### config.mk
export PLATFORM = sky130hd
export DESIGN_NAME = oam_dma_ctrl
export DESIGN_NICKNAME = d
export VERILOG_FILES = /design/src/rtl/oam_dma_ctrl_pkg.sv /design/src/rtl/oam_dma_ctrl.sv
export SDC_FILE = /design/constraint.sdc
export NUM_CORES = 1
export LEC_CHECK = 0
export BUFFER_PORTS_ARGS = -buffer_cell sky130_fd_sc_hd__buf_2
export CORE_MARGIN = 4
export CORE_UTILIZATION = 45
export CTS_CLUSTER_SIZE = 24
export DETAILED_ROUTE_END_ITERATION = 7
export GPL_TIMING_DRIVEN = 0
export PLACE_DENSITY = 0.68
export SLEW_MARGIN = 15
export SYNTH_ARGS = -nofsm -noshare
export SYNTH_HDL_FRONTEND = slang
export SYNTH_SLANG_ARGS = --single-unit
### constraint.sdc
create_clock -name i_clk_cpu -period 2.45 [get_ports i_clk_cpu]
set_input_delay 0.3675 -clock i_clk_cpu [delete_from_list [all_inputs] [get_ports i_clk_cpu]]
set_output_delay 0.3675 -clock i_clk_cpu [all_outputs]
set_load 0.005 [all_outputs]
### src/rtl/oam_dma_ctrl_pkg.sv
// Shared definitions for the sprite-DMA controller: FSM state encodings and the
// CPU register address that launches a transfer.
package oam_dma_ctrl_pkg;

   // CPU write to this address with page P starts a $PP00-$PPFF copy into OAM.
   localparam logic [15:0] OAM_DMA_REG_ADDR = 16'h4014;

   typedef enum logic [2:0] {
      ST_IDLE  = 3'd0,
      ST_HALT  = 3'd1,
      ST_ALIGN = 3'd2,
      ST_READ  = 3'd3,
      ST_WRITE = 3'd4
   } state_t;

endpackage

### src/rtl/oam_dma_ctrl.sv
// Sprite DMA bus initiator: halts the CPU, reads 256 bytes from page P over the
// CPU bus and writes them into PPU OAM starting at the latched OAMADDR.
// Optional feature macro: OAM_DMA_ABORT_EN (adds the i_abort port).
module oam_dma_ctrl
   import oam_dma_ctrl_pkg::*;
#(
   parameter int DMA_LEN = 256,
   parameter int ADDR_W  = 16
) (
   input  logic              i_clk_cpu,
   input  logic              i_reset,
   input  logic              i_trig,
   input  logic [7:0]        i_page,
   input  logic [7:0]        i_oam_base,
`ifdef OAM_DMA_ABORT_EN
   input  logic              i_abort,
`endif
   output logic              o_rdy,
   output logic              o_busy,
   output logic              o_bus_ce,
   output logic              o_bus_rnw,
   output logic [ADDR_W-1:0] o_bus_addr,
   input  logic [7:0]        i_bus_data,
   output logic              o_oam_we,
   output logic [7:0]        o_oam_addr,
   output logic [7:0]        o_oam_data
);

   localparam int IDX_W = $clog2(DMA_LEN);
   localparam logic [IDX_W-1:0] LAST_IDX = IDX_W'(DMA_LEN - 1);

   state_t              r_state;
   state_t              w_state_nxt;
   logic [IDX_W-1:0]    r_idx;
   logic [IDX_W-1:0]    w_idx_nxt;
   logic                r_parity;
   logic [7:0]          r_page;
   logic [7:0]          r_base;
   logic                w_abort;

   logic                r_rdy;
   logic                r_busy;
   logic                r_bus_ce;
   logic [ADDR_W-1:0]   r_bus_addr;
   logic                r_oam_we;
   logic [7:0]          r_oam_addr;
   logic [7:0]          r_oam_data;

`ifdef OAM_DMA_ABORT_EN
   assign w_abort = i_abort;
`else
   assign w_abort = 1'b0;
`endif

   // Get/put phase: 0 = get cycle, 1 = put cycle; free-running from reset.
   // NOTE: sequential state uses non-blocking assignments so every register
   // samples the pre-edge values of the others, matching real flip-flops.
   always_ff @(posedge i_clk_cpu or posedge i_reset) begin
      if (i_reset) r_parity <= 1'b0;
      else         r_parity <= ~r_parity;
   end

   // Next-state and next-index decode.
   // NOTE: every combinational output gets a default first, so no path leaves
   // a signal unassigned and no latch is inferred.
   always_comb begin
      w_state_nxt = r_state;
      w_idx_nxt   = r_idx;
      case (r_state)
         ST_IDLE: begin
            if (i_trig) begin
               w_state_nxt = ST_HALT;
               w_idx_nxt   = '0;
            end
         end
         // READ has to land on a get cycle; HALT sits on a put cycle only
         // when the trigger was accepted on a get cycle.
         ST_HALT:  w_state_nxt = r_parity ? ST_READ : ST_ALIGN;
         ST_ALIGN: w_state_nxt = ST_READ;
         ST_READ:  w_state_nxt = ST_WRITE;
         ST_WRITE: begin
            if (r_idx == LAST_IDX) begin
               w_state_nxt = ST_IDLE;
            end else begin
               w_state_nxt = ST_READ;
               w_idx_nxt   = r_idx + 1'b1;
            end
         end
         default: w_state_nxt = ST_IDLE;
      endcase
      // Abort beats trigger and completion; the write that would have been
      // launched on this edge never starts.
      if (w_abort && (r_state != ST_IDLE)) w_state_nxt = ST_IDLE;
   end

   // State and byte-index registers.
   always_ff @(posedge i_clk_cpu or posedge i_reset) begin
      if (i_reset) begin
         r_state <= ST_IDLE;
         r_idx   <= '0;
      end else begin
         r_state <= w_state_nxt;
         r_idx   <= w_idx_nxt;
      end
   end

   // Capture source page and OAM base only when a trigger is accepted.
   always_ff @(posedge i_clk_cpu or posedge i_reset) begin
      if (i_reset) begin
         r_page <= 8'h00;
         r_base <= 8'h00;
      end else if ((r_state == ST_IDLE) && i_trig) begin
         r_page <= i_page;
         r_base <= i_oam_base;
      end
   end

   // Registered outputs, decoded from the state being entered so they line
   // up with the state register. Data is sampled at the edge closing READ.
   always_ff @(posedge i_clk_cpu or posedge i_reset) begin
      if (i_reset) begin
         r_rdy      <= 1'b1;
         r_busy     <= 1'b0;
         r_bus_ce   <= 1'b0;
         r_bus_addr <= '0;
         r_oam_we   <= 1'b0;
         r_oam_addr <= 8'h00;
         r_oam_data <= 8'h00;
      end else begin
         r_rdy    <= (w_state_nxt == ST_IDLE);
         r_busy   <= (w_state_nxt != ST_IDLE);
         r_bus_ce <= (w_state_nxt == ST_READ);
         r_oam_we <= (w_state_nxt == ST_WRITE);
         if (w_state_nxt == ST_READ) r_bus_addr <= ADDR_W'({r_page, w_idx_nxt});
         if (w_state_nxt == ST_WRITE) begin
            r_oam_addr <= r_base + 8'(r_idx);
            r_oam_data <= i_bus_data;
         end
      end
   end

   assign o_rdy      = r_rdy;
   assign o_busy     = r_busy;
   assign o_bus_ce   = r_bus_ce;
   assign o_bus_rnw  = 1'b1;
   assign o_bus_addr = r_bus_addr;
   assign o_oam_we   = r_oam_we;
   assign o_oam_addr = r_oam_addr;
   assign o_oam_data = r_oam_data;

endmodule

==> flow_results.org, run 1 <==
** Outcome
- The run finished with clean final reports.

** Global routing
- Number of global-route vias before repair :: 2152
- Largest net degree at the start of global routing :: 34
- Number of antenna violations at the first check in global routing :: 0
- GRT busiest layer :: met2
- First-pass GRT wire length :: 9960 um
- In the global route stage, met3 resource usage came out at 3.86%.
- Global routing usage on met2 :: 27.9%
- Global routing usage summed across all routing layers :: 16.9%
- Met1 Resource Use GR :: 21.3%
- Global-route congestion overflow total :: 0

** Clock network
- Clock tree synthesis inserted a total of 9 buffers.
- Cells resized by post-CTS repair :: 0
- Clock tree from TritonCTS :: yes
- Cts hold-fix bufs :: 0
- CTS sink cnt :: 64
- Insertion delay of the later-clocked pin in the worst-skew pair :: 0.33 ns
- In this run the deepest clock path goes through 2 buffers.
- H-tree depth :: 3
- The root buffer cell chosen for the clock tree is sky130_fd_sc_hd__clkbuf_8.
- The number of setup buffers added after CTS is 0.
- After clock tree synthesis, the clock-pin slew on the worst setup and hold paths is 0.07 ns.

** Critical path
- Worst path required time :: 2.68 ns
- Max incr delay on CP :: 0.46 ns
- Number of cells on the worst reg-to-reg path :: 8
- Among all stages on the critical path, the largest delay is contributed by sky130_fd_sc_hd__dfrtp_1.
- Maximum fanout encountered on the critical timing path :: 6
- The worst setup path is captured at a register.
- The critical path in this run is classified as reg -> reg.
- Cell class contributing the biggest share of worst-path delay :: compound AO/OA/AOI/OAI gates
- In this run the number of cells on the critical path is 8.
- Counting both buffers and inverters, the worst setup path holds a total of 1.
- Worst setup SP type :: register
- Worst-path cell chain :: ha_1 > inv_1 > fa_1 > nor2b_1 > o31a_1 > o21a_1 > o21a_1 > o31ai_1
- Among the stages of the critical path, the cell type that occurs most often is sky130_fd_sc_hd__o21a_1.
- Data arrives at the worst endpoint at 2.21 ns.

** Route
- Overall routed net length :: 5900 um
- Remaining design rule violation count :: 0
- DR vias :: 2122
- Drt pass-1 iters :: 4
- In the routed layout, each cell is associated on average with a via count of 4.98.
- Drt wl/cell :: 13.9 um
- In this run the remaining antenna-violating nets after routing total 0.
- Detailed Route Iter0 Violations :: 93

** Floorplanning
- The die covers 7690 sq um.
- The floorplan has 28 rows.
- For this configuration, the core starts out at a cell density of 47.4%.
- Area inside the core boundary :: 6030 sq um
- Horizontal extent of the die :: 87.7 um
- Die height :: 87.7 um
- Number of placed I/O pins :: 64

** Synthesis
- Ranked by total cell area, the synthesized netlist is headed by sky130_fd_sc_hd__dfrtp_1 (55%), sky130_fd_sc_hd__nand2_1 (11%), sky130_fd_sc_hd__mux2_2 (6.3%).
- In the synthesized netlist the dominant register cell turns out to be sky130_fd_sc_hd__dfrtp_1.
- Number of synthesized register bits :: 64
- The synthesized netlist contains 48 unique library cells.
- Async set-reset flop share out of synthesis :: 100%
- The synthesized design spends more area on one cell type than any other, namely sky130_fd_sc_hd__dfrtp_1.
- Warning count from the yosys run :: 0
- Averaged over all synthesized cells, the footprint is 10.5 sq um.
- Seq/Total Area, Yosys :: 56.1%
- Synthesized netlist net count :: 308
- Counting flops with a built-in enable in the synthesized netlist gives 0.
- Fraction of post-synthesis cell area in the top cell type by area :: 55.1%
- The synthesized netlist occupies a cell area of 2860 sq um.
- Synthesis handed over a netlist of 272 instances.

** Timing
- Fin. max-slew vios :: 0
- The final critical path takes up 80.7% of the cycle.
- Final count of negative-setup-slack endpoints :: 0
- Final setup skew :: 0.00949 ns
- Final Hold Viols :: 0
- Shortest clock period the worst path allows after layout :: 1.98 ns
- Tightest Pin Transition :: 0.547 ns
- Highest achievable clock rate :: 0.506 GHz
- Measured against its own limit, the worst slew margin works out to 63.4%.
- Summed over all failing endpoints, the final setup total negative slack is 0 ns.
- Unrepaired setup endpoints after global routing :: no

** Placement
- Counting tap cells, the placed design contains a total of 410 instances.
- Port buffering added 62 buffers.
- Detailed-placement wirelength estimate :: 4380 um
- Gp weighted congestion :: 0.843

** Final layout
- Synthesis-to-finish area growth :: 21.9%
- Most frequent cells in the layout :: sky130_fd_sc_hd__nand2_1 (84), sky130_fd_sc_hd__buf_2 (64), sky130_fd_sc_hd__dfrtp_1 (63)
- For this run, the share of the core covered by cells in the final layout is 57.8%.
- Register area :: 1600 sq um
- Area of the multi-input gates :: 1140 sq um
- The repair_antennas step left the layout with diodes totalling 0.
- Proportion of layout cells with a drive suffix above 1 :: 31.3%
- Most common cell after layout, fill and taps aside :: sky130_fd_sc_hd__nand2_1
- Net total in the final layout :: 382
- The finished layout holds 426 standard cells, fillers aside.
- Number of fillers in the final layout :: 529

** Pwr
- Standby leakage power :: 1.81 nW
- In this run the power density over the cells is 1300 nW/um^2.
- Maximum vdd ir drop :: 0.751 mV

** Flow run
- Across the run, the number of max-cap violations was 0.

** Hold path
- The worst hold path belongs to the class in -> async.
==> layout make-up <==
type,instances,area share (%)
Sequential cell,64,46.0
Multi-Input combinational cell,185,32.7
Timing Repair Buffer,63,9.48
Clock buffer,13,4.56
Tap cell,75,2.69
Buffer,12,2.15
Inverter,11,1.26
Clock inverter,3,1.15
==> stage by stage <==
stage,instance area (sq um),worst slack (ns),total power [W],hold slack (ns)
after floorplan,2860,0.486,0.00307,0.382
after global placement,3260,-0.268,0.00359,0.393
after detailed placement,3290,0.493,0.00367,0.400
after CTS,3480,0.460,0.00460,0.0376
after global routing,3480,0.299,0.00492,0.0585
final,3480,0.473,0.00453,0.0325
==> layer usage <==
metal  vias to the layer above  routed length (um)
met5                         -                   0
met2                        37                2980
li1                       1059                   -
met4                         0                  91
met3                         7                 246
met1                      1019                2580
==> cells in the mapped netlist (2+ instances only) <==
library cell / count
sky130_fd_sc_hd__a21oi_1: 5
sky130_fd_sc_hd__nand4_1: 2
sky130_fd_sc_hd__o21ai_1: 2
sky130_fd_sc_hd__nor2_1: 2
sky130_fd_sc_hd__xnor2_1: 4
sky130_fd_sc_hd__nand3b_1: 2
sky130_fd_sc_hd__o21ai_0: 9
sky130_fd_sc_hd__o21a_1: 4
sky130_fd_sc_hd__nand2_1: 84
sky130_fd_sc_hd__buf_6: 2
sky130_fd_sc_hd__nand3_1: 12
sky130_fd_sc_hd__o211ai_1: 4
sky130_fd_sc_hd__dfrtp_1: 63
sky130_fd_sc_hd__a21o_1: 2
sky130_fd_sc_hd__buf_4: 3
sky130_fd_sc_hd__ha_1: 8
sky130_fd_sc_hd__mux2_2: 16
sky130_fd_sc_hd__xor2_1: 2
sky130_fd_sc_hd__o31ai_2: 2
sky130_fd_sc_hd__a31oi_1: 3
sky130_fd_sc_hd__clkbuf_1: 3
sky130_fd_sc_hd__nor3_1: 2
sky130_fd_sc_hd__inv_1: 10
sky130_fd_sc_hd__buf_2: 2
==> state kept, by name, summed over array words and instances, names as in the netlist <==
name,cells
o_bus_addr,16
o_bus_ce,1
o_busy,1
o_oam_addr,8
o_oam_data,8
o_oam_we,1
o_rdy,1
r_base,8
r_idx,8
r_page,8
r_parity,1
r_state,3
==> cells by family (layout without fill, tap and decap cells) <==
group           count (synthesis)  in the layout  synth area share, %
flops                          64             64                 56.1
compound gates                 37             37                 8.71
simple gates                  116            116                 18.7
other cells                     1              1                0.131
mux                            16             16                 6.30
buf+inv                        23            102                 4.07
xor+xnor                        6              6                 1.84
fa+ha+maj                       9              9                 4.20
==> report_power, final <==
group | internal (W) | switching (W) | leakage (nW)
combinational | 0.000871 | 0.000979 | 0.895
clock | 0.000523 | 0.000383 | 0.103
sequential | 0.00153 | 0.000244 | 0.807
total | 0.00292 | 0.00161 | 1.81
==> final timing paths <==
kind / slack, ns / endpoint / startpoint
min in group i_clk_cpu: 0.22 / r_page[4] / i_page[4]
max in group asynchronous: 1.91 / r_base[0] / i_reset
hold / removal: 0.03 / o_bus_addr[7] / i_reset
setup / recovery: 0.47 / o_oam_addr[6] / r_idx[0]
hold reg to reg: 0.41 / r_parity / r_parity
setup reg to reg: 0.47 / o_oam_addr[6] / r_idx[0]
Power figures use the tool's default switching activity.
==> run 2, diff against run 1 <==
--- a/config.mk
+++ b/config.mk
@@ -11,7 +11,7 @@
 export CTS_CLUSTER_SIZE = 24
 export DETAILED_ROUTE_END_ITERATION = 7
 export GPL_TIMING_DRIVEN = 0
-export PLACE_DENSITY = 0.68
+export PLACE_DENSITY = 0.71
 export SLEW_MARGIN = 15
 export SYNTH_ARGS = -nofsm -noshare
 export SYNTH_HDL_FRONTEND = slang
==> constraint.sdc (replaced) <==
create_clock -name i_clk_cpu -period 1.8 [get_ports i_clk_cpu]
set_input_delay 0.27 -clock i_clk_cpu [delete_from_list [all_inputs] [get_ports i_clk_cpu]]
set_output_delay 0.27 -clock i_clk_cpu [all_outputs]
set_load 0.005 [all_outputs]
==> flow_results.org, run 2 (same netlist as run 1, synthesis figures left out) <==
** Critical path
- Critical path arrival :: 2.05 ns
- STA classifies the critical path startpoint as a register.
- Nature of the critical path endpoint :: register
- Cell class contributing the biggest share of worst-path delay :: compound AO/OA/AOI/OAI gates
- The largest individual stage delay along the critical path comes from the cell sky130_fd_sc_hd__dfrtp_2.
- Worst path bufs/invs :: 1
- CP dominant cell by count :: sky130_fd_sc_hd__o21a_1
- Max incr delay on CP :: 0.45 ns
- The signal on the critical path passes through ha_4 > inv_2 > fa_2 > nor2b_2 > o31a_1 > o21a_1 > o21a_1 > o31ai_2.
- Critical path type :: reg -> reg
- Worst path required time :: 2.05 ns
- In this run the worst path has a maximum fanout of 3.

** Placement
- Count of port buffers added during placement :: 62
- Detailed-placement wirelength estimate :: 4270 um
- Pre-CTS WS :: -0.154 ns
- At the end of routability-driven placement, the weighted congestion stood at 0.859.
- Number of cells in the design after placement :: 410
- Once placement finished, the instance area stood at 3290 sq um.

** Timing
- At the pin with the least slew margin, the transition time is 0.738 ns.
- Static timing analysis puts the maximum clock frequency at 0.555 GHz.
- Shortest clock period the worst path allows after layout :: 1.80 ns
- After layout, the worst setup slack is -0.00161 ns.
- Headroom to the max-slew limit came out at 50.7%.
- The number of hold violations in the final report is 0.
- Unrepaired setup endpoints after global routing :: yes
- Final setup skew :: 0.00963 ns
- Hold_ws :: 0.0535 ns
- Period utilization :: 100%
- Final count of negative-setup-slack endpoints :: 1
- The max-slew violation count came to 0.

** Route
- Met2 routed WL :: 3240 um
- Dividing the detail-routed wire length by the instance count gives 14.5 um.
- Antenna viol nets, final :: 0
- For this run, the detailed router's first-pass iteration total came to 4.
- Detailed-route wire length on metal 1 :: 2800 um
- Overall routed net length :: 6420 um
- Using the TritonRoute via totals, the vias-per-cell ratio works out to 5.07.
- Detailed Route Iter0 Violations :: 129
- For this run, design rule violations remaining after detail routing come to 0.
- The routed layout has 2244 vias.
- Metal3 WL :: 247 um
- The highest layer touched by signal routing is met4.

** Global routing
- Global routing usage summed across all routing layers :: 17.8%
- First-pass GRT wire length :: 10400 um
- The initial antenna violation count came to 0.
- Entering global routing, the biggest net connects 35 pins.
- Number of global-route vias before repair :: 2228
- Global routing finished with a remaining overflow of 0.

** Final layout
- Summing all non-filler instances in the final layout gives an area of 3800 sq um.
- Registers take 1610 sq um.
- Area of the multi-input gates :: 1240 sq um
- In the final layout, the share of cells above drive strength 1 is 39.4%.
- Filler-free cell count of the finished design :: 443
- Synthesis-to-finish area growth :: 33.0%
- Most common cell after layout, fill and taps aside :: sky130_fd_sc_hd__nand2_1
- The layout has 492 filler cells.
- Most frequent cells in the layout :: sky130_fd_sc_hd__nand2_1 (84), sky130_fd_sc_hd__buf_2 (63), sky130_fd_sc_hd__dfrtp_1 (60)
- The final layout contains 399 nets.
- The register with the most flip-flops in the layout has 16 of them.
- The number of antenna diodes in the final layout is 0.

** Clock network
- Clk slew on worst S/H paths :: 0.07 ns
- CTS sink cnt :: 64
- Maximum buffer depth of the clock tree :: 2
- Clock tree from TritonCTS :: yes
- TritonCTS created 9 clock buffers.
- Insertion delay of the later-clocked pin in the worst-skew pair :: 0.34 ns
- The tree is rooted in a sky130_fd_sc_hd__clkbuf_8.
- H-tree depth :: 3
- Cts hold-fix bufs :: 0

** Pwr
- Maximum vdd ir drop :: 0.856 mV
- In this run, the combinational gates consume 42.1% of the power.
- Total chip power :: 0.00706 W
- Switching share of total power :: 33.9%
- Of the total power, the clock network draws 23.3%.
- Cell internal power was estimated by the tool at 0.00467 W.
- Power spread over the standard cell area amounts to 1860 nW/um^2.
- Registers are responsible for 34.6% of the overall power.
- Psw :: 0.00239 W
- The analysis attributes to cell leakage a power of 1.92 nW.

** Hold path
- Tightest Hold Check Type :: in -> async

** Floorplanning
- During I/O placement, the number of pins put on the boundary was 64.
- Total die area :: 7690 sq um
- In this run the standard cell core region covers 6030 sq um.
- Core Rows :: 28
- Die height :: 87.7 um
- Starting density of the core :: 47.4%
- From left edge to right edge, the die measures 87.7 um.

** Outcome
- Violated checks :: negative setup slack
- Run status :: finished with violations

** Flow run
- The tool flagged a number of max-cap violations equal to 0.
==> run 2: metal layers <==
layer  global-route usage (%)  vias up
met2                     27.9       45
met1                     22.9     1083
li1                         -     1101
met4                     8.09        0
met5                        0        -
met3                     5.08       15
==> run 2: final cells by class <==
cell class	instances	share of cell area (%)
Buffer	12	2.07
Clock buffer	10	3.62
Clock inverter	6	3.42
Inverter	11	1.18
Multi-Input combinational cell	185	32.5
Sequential cell	64	42.3
Tap cell	75	2.47
Timing Repair Buffer	80	12.5
==> run 2: worst register-to-register path, stage by stage (launching register included) <==
cell and delay (ns):
sky130_fd_sc_hd__dfrtp_2 0.45, sky130_fd_sc_hd__ha_4 0.18, sky130_fd_sc_hd__inv_2 0.05, sky130_fd_sc_hd__fa_2 0.22, sky130_fd_sc_hd__nor2b_2 0.05, sky130_fd_sc_hd__o31a_1 0.25, sky130_fd_sc_hd__o21a_1 0.19, sky130_fd_sc_hd__o21a_1 0.18
sky130_fd_sc_hd__o31ai_2 0.16
==> run 2: power by group through the flow <==
stage / logic (W) / clock network [W] / registers, W
3_5_place_dp: 0.00255 / 0 / 0.00243
2_1_floorplan: 0.00175 / 0 / 0.00242
5_1_grt: 0.00334 / 0.00175 / 0.00252
4_1_cts: 0.00271 / 0.00167 / 0.00242
6_report: 0.00297 / 0.00164 / 0.00244
3_3_place_gp: 0.00248 / 0 / 0.00241
==> run 2: repair_timing <==
item	4_1_cts	5_1_grt
gates resized for setup	10	15
setup endpoints to repair	20	28
gates cloned	0	1
pin swaps	6	6
buffers inserted	7	9
==> run 2: metrics by stage <==
stage | setup TNS (ns) | util [%]
final | -0.00161 | 63.1
after global routing | -0.895 | 63.1
after CTS | -0.187 | 60.6
after detailed placement | -1.46 | 54.5
after global placement | -1.11 | 54.2
after floorplan | 0 | -
==> run 2: path summary, 6_finish.rpt <==
path                          startpoint       endpoint  slack (ns)  cells past startpoint
min                              i_reset  o_bus_addr[0]        0.05                      2
max                             r_idx[0]  o_oam_addr[6]      -0.002                      8
max in group asynchronous        i_reset          o_rdy        1.10                      3
min in group i_clk_cpu     i_bus_data[0]  o_oam_data[0]        0.12                      3
max reg2reg                     r_idx[0]  o_oam_addr[6]      -0.002                      8
min reg2reg                     r_parity       r_parity        0.42                      1
